==> src/rtl/fp_norm_pkg.sv <==
// Shared FSM state encoding and default widths for the mantissa normalizer.
package fp_norm_pkg;

    localparam int MW_DEF = 8;
    localparam int EW_DEF = 4;

    typedef enum logic [1:0] {
        IDLE  = 2'd0,
        SHIFT = 2'd1,
        DONE  = 2'd2
    } norm_state_t;

endpackage

==> src/rtl/norm_shift_step.sv <==
// One normalization step: left shift with exponent decrement, or termination
// when the mantissa is zero, already normalized, or the exponent is exhausted.
module norm_shift_step #(
    parameter int MW = 8,
    parameter int EW = 4
) (
    input  logic [MW-1:0] m,
    input  logic [EW-1:0] e,
    output logic [MW-1:0] m_next,
    output logic [EW-1:0] e_next,
    output logic          done
);

    // Zero mantissa has no meaningful exponent, so it is forced to zero.
    always_comb begin
        m_next = m;
        e_next = e;
        done   = 1'b0;
        if (m == '0) begin
            e_next = '0;
            done   = 1'b1;
        end else if (m[MW-1] || (e == '0)) begin
            done = 1'b1;
        end else begin
            m_next = {m[MW-2:0], 1'b0};
            e_next = e - EW'(1);
        end
    end

endmodule

==> src/rtl/normalize_mantissa.sv <==
// Post-adder mantissa normalizer: absorbs the carry-out on accept, then shifts
// left one bit per cycle until normalized, zero, or the exponent reaches zero.
// Optional ovf/uf status outputs are built when NORMALIZE_MANTISSA_FLAGS_EN is
// defined; the default build omits them.
//
// state | meaning
// IDLE  | waiting for an operand, in_ready=1
// SHIFT | normalizing working registers one bit per cycle
// DONE  | result held on m_out/e_out until out_ready
module normalize_mantissa
    import fp_norm_pkg::*;
#(
    parameter int MW = MW_DEF,
    parameter int EW = EW_DEF
) (
    input  logic          clk,
    input  logic          rst,
    input  logic          in_valid,
    output logic          in_ready,
    input  logic [MW:0]   sum_m,
    input  logic [EW-1:0] exp_in,
    output logic          out_valid,
    input  logic          out_ready,
    output logic [MW-1:0] m_out,
`ifdef NORMALIZE_MANTISSA_FLAGS_EN
    output logic [EW-1:0] e_out,
    output logic          ovf,
    output logic          uf
`else
    output logic [EW-1:0] e_out
`endif
);

    norm_state_t   state;
    logic [MW-1:0] m_q;
    logic [EW-1:0] e_q;
    logic [MW-1:0] step_m;
    logic [EW-1:0] step_e;
    logic          step_done;

    norm_shift_step #(
        .MW (MW),
        .EW (EW)
    ) u_step (
        .m      (m_q),
        .e      (e_q),
        .m_next (step_m),
        .e_next (step_e),
        .done   (step_done)
    );

    assign m_out = m_q;
    assign e_out = e_q;

    // Control FSM with registered handshake outputs and working registers.
    always_ff @(posedge clk) begin
        if (rst) begin
            state     <= IDLE;
            m_q       <= '0;
            e_q       <= '0;
            in_ready  <= 1'b1;
            out_valid <= 1'b0;
`ifdef NORMALIZE_MANTISSA_FLAGS_EN
            ovf       <= 1'b0;
            uf        <= 1'b0;
`endif
        end else begin
            case (state)
                IDLE: begin
                    if (in_valid && in_ready) begin
                        state    <= SHIFT;
                        in_ready <= 1'b0;
`ifdef NORMALIZE_MANTISSA_FLAGS_EN
                        ovf      <= 1'b0;
                        uf       <= 1'b0;
`endif
                        if (sum_m[MW]) begin
                            if (&exp_in) begin
                                m_q <= '1;
                                e_q <= '1;
`ifdef NORMALIZE_MANTISSA_FLAGS_EN
                                ovf <= 1'b1;
`endif
                            end else begin
                                m_q <= sum_m[MW:1];
                                e_q <= exp_in + EW'(1);
                            end
                        end else begin
                            m_q <= sum_m[MW-1:0];
                            e_q <= exp_in;
                        end
                    end
                end
                SHIFT: begin
                    m_q <= step_m;
                    e_q <= step_e;
                    if (step_done) begin
                        state     <= DONE;
                        out_valid <= 1'b1;
`ifdef NORMALIZE_MANTISSA_FLAGS_EN
                        uf        <= (m_q != '0) && !m_q[MW-1];
`endif
                    end
                end
                DONE: begin
                    if (out_ready) begin
                        state     <= IDLE;
                        out_valid <= 1'b0;
                        in_ready  <= 1'b1;
                    end
                end
                default: begin
                    state     <= IDLE;
                    in_ready  <= 1'b1;
                    out_valid <= 1'b0;
                end
            endcase
        end
    end

endmodule

==> config.mk <==
export PLATFORM = sky130hd
export DESIGN_NAME = normalize_mantissa
export DESIGN_NICKNAME = d
export VERILOG_FILES = /design/src/rtl/fp_norm_pkg.sv /design/src/rtl/norm_shift_step.sv /design/src/rtl/normalize_mantissa.sv
export SDC_FILE = /design/constraint.sdc
export NUM_CORES = 1
export LEC_CHECK = 0
export ABC_AREA = 1
export CAP_MARGIN = 30
export CORE_MARGIN = 3
export CORE_UTILIZATION = 42
export DETAILED_ROUTE_END_ITERATION = 16
export GPL_TIMING_DRIVEN = 0
export PLACE_DENSITY = 0.72
export SLEW_MARGIN = 20
export SYNTH_ARGS = -nofsm -noshare
export SYNTH_HDL_FRONTEND = slang
export SYNTH_SLANG_ARGS = --single-unit
export TNS_END_PERCENT = 20
==> constraint.sdc <==
create_clock -name clk -period 4 [get_ports clk]
set_input_delay 0.8 -clock clk [delete_from_list [all_inputs] [get_ports clk]]
set_output_delay 0.8 -clock clk [all_outputs]
set_load 0.02 [all_outputs]
==> results.txt <==
CP bufs+invs = 1
combinational share of power = 59.3%
most frequent cells in the layout = nand2_1, nor2_1, clkdlybuf4s50_1
post-synthesis cell area = 1150 um2
Final setup viols = 0
most common cell after layout, fill and taps aside = nand2_1
cells resized by post-CTS repair = 0
crit-path cells = clkdlybuf4s50_1
overall routed net length = 2.84 mm
die width = 58.4 um
WL per Instance = 11.2 um
CP required = 3.20 ns
Primary FF master, synth = dfxtp_1
Final Hold Viols = 0
Die H = 58.4 um
P_int = 0.496 mW
Post-Syn Instances = 191
RD Place Congestion = 0.849
#FFs+latches synth = 16
Async S/R FF share, synth = 0%
Synth Area in Simple Gates = 46.1%
final instance area = 1520 um2
sequential area share after synthesis = 27.8%
initial drt markers = 34
flop-to-flop setup slack = 2.41 ns
via count = 1276
Sw Pwr = 0.423 mW
number of warnings issued by yosys = 0
Synth Area in Adders = 2.17%
initial antenna violation count = 0
Hold-fix buffers, CTS = 0
Sink Count = 16
final period utilization = 54.2%
mean post-synth cell area = 6.03 um2
H-tree depth = 1
first-pass GRT wire length = 4.96 mm
Post-synth EDFFs = 0
total die area = 3400 um2
XOR/XNOR Fraction of Synth Area = 0.761%
Leak = 0.722 nW
site row count = 18
Post-CTS Setup Bufs = 0
CTS tree = built
clk slew on worst S/H paths = 0.10 ns
CP max stage delay = 0.64 ns
crit path time final = 2.17 ns
Crit Path Max Fanout = 5
Sw Share = 46.0%
overflow left after global routing = 0
final setup TNS = 0 ns
Worst Tran Pin Value = 0.501 ns
largest net degree at the start of global routing = 11
# diodes = 0
num ports = 31
delay-heaviest family, CP = buffers and inverters
max-slew violations = 0
status = completed
post-synthesis mux area share = 0%
Placed Area = 1480 um2
kind of critical path = reg2out
clock root cell = clkbuf_4
CP max stage cell = clkdlybuf4s50_1
VDD IR max = 416 uV
Layout area overhead = 31.6%
Vias per Instance = 5.02
crit start category = flip-flop
# DRC = 0
Initial Util = 45.2%
fin nets = 244
PwrDens = 607 nW/um2
Setup crit end kind = output port
RSZ-0062 raised after global routing = no
total CTS buffers = 3
Worst Skew = 0.00390 ns
number of nets still failing antenna checks after routing = 0
Compound-Gate Fraction of Synth Area = 13.4%
utilization after layout = 59.5%
Yosys cell types = 27
Flop pwr share = 28.5%
vias in the first global route = 1171
max_slew headroom = 66.6%
clock group share of total power = 12.2%
HPWL after DPL = 2.25 mm
Peak Freq = 0.462 GHz
DR pass1 iterations = 4
max cap viols = 0
clock tree buffer depth = 2
WP data arrival = 1.37 ns
share of cells above drive strength 1 = 9.38%
main combinational cell family by area after synthesis = simple AND/OR/NAND/NOR gates
GRT Total Usage = 18.4%
PortBufs = 29
post-synthesis net count = 210
Clk Latency, worst-skew pair = 0.30 ns
Hold Path Class = reg2reg
CORE AREA = 2540 um2
==> worst paths after layout <==
kind	startpoint	to	depth (start not counted)
worst max register to register	e_out[0]	m_out[0]	8
worst min register to register	out_valid	out_valid	2
worst min-delay path	out_valid	out_valid	2
worst max-delay path	e_out[2]	e_out[2]	1
==> area by class of cell <==
class                           count  area [um2]
Buffer                              5        30.0
Clock buffer                        4        36.3
Fill cell                         264        1030
Inverter                           22        82.6
Multi-Input combinational cell    148         718
Sequential cell                    16         320
Tap cell                           30        37.5
Timing Repair Buffer               29         290
==> metal layers <==
| layer | global-route usage, % | routed length [um] |
|---|---|---|
| met1 | 23.8 | 1370 |
| met2 | 30.8 | 1300 |
| met3 | 3.95 | 130 |
| met4 | 4.97 | 34 |
| met5 | 0 | 0 |
==> per-stage QoR <==
| step | power (mW) | hold WS, ns | setup slack (ns) | std cells |
|---|---|---|---|---|
| floorplan | 0.638 | 0.530 | 2.38 | 191 |
| global placement | 0.802 | 0.451 | 1.69 | 250 |
| detailed placement | 0.810 | 0.457 | 1.63 | 250 |
| CTS | 0.925 | 0.475 | 1.82 | 254 |
| global route | 1.01 | 0.508 | 1.77 | 254 |
| finish | 0.920 | 0.467 | 1.83 | 254 |
==> kinds of logic (layout without fill, tap and decap cells) <==
kind of cell | after synthesis | after routing
xor+xnor | 1 | 1
flops | 16 | 16
fa+ha+maj | 2 | 2
simple gates | 118 | 118
compound gates | 27 | 27
buf+inv | 27 | 60
==> power groups by stage <==
stage / clock network, mW / logic, mW / registers, mW
5_1_grt: 0.121 / 0.614 / 0.271
2_1_floorplan: 0 / 0.325 / 0.313
3_5_place_dp: 0 / 0.545 / 0.265
4_1_cts: 0.115 / 0.548 / 0.262
3_3_place_gp: 0 / 0.540 / 0.262
6_report: 0.112 / 0.545 / 0.262
==> synth_stat cells, drive strengths merged (2+ instances only) <==
cell	number	area share, %
nand2	54	18
a21oi	6	2.6
nand4	2	1.6
nand3	11	5.2
nand3b	5	3.3
dfxtp	16	28
buf	4	2.3
ha	2	2.2
o211ai	2	1.3
a31oi	6	3.3
nor2	45	17
inv	21	6.8
o21ai	12	5.5
==> state kept, by name, summed over array words and instances (netlist names) <==
register and flops:
m_out 8, e_out 4, state 2, in_ready 1, out_valid 1
Note: power is estimated with default switching activity, not from simulation.
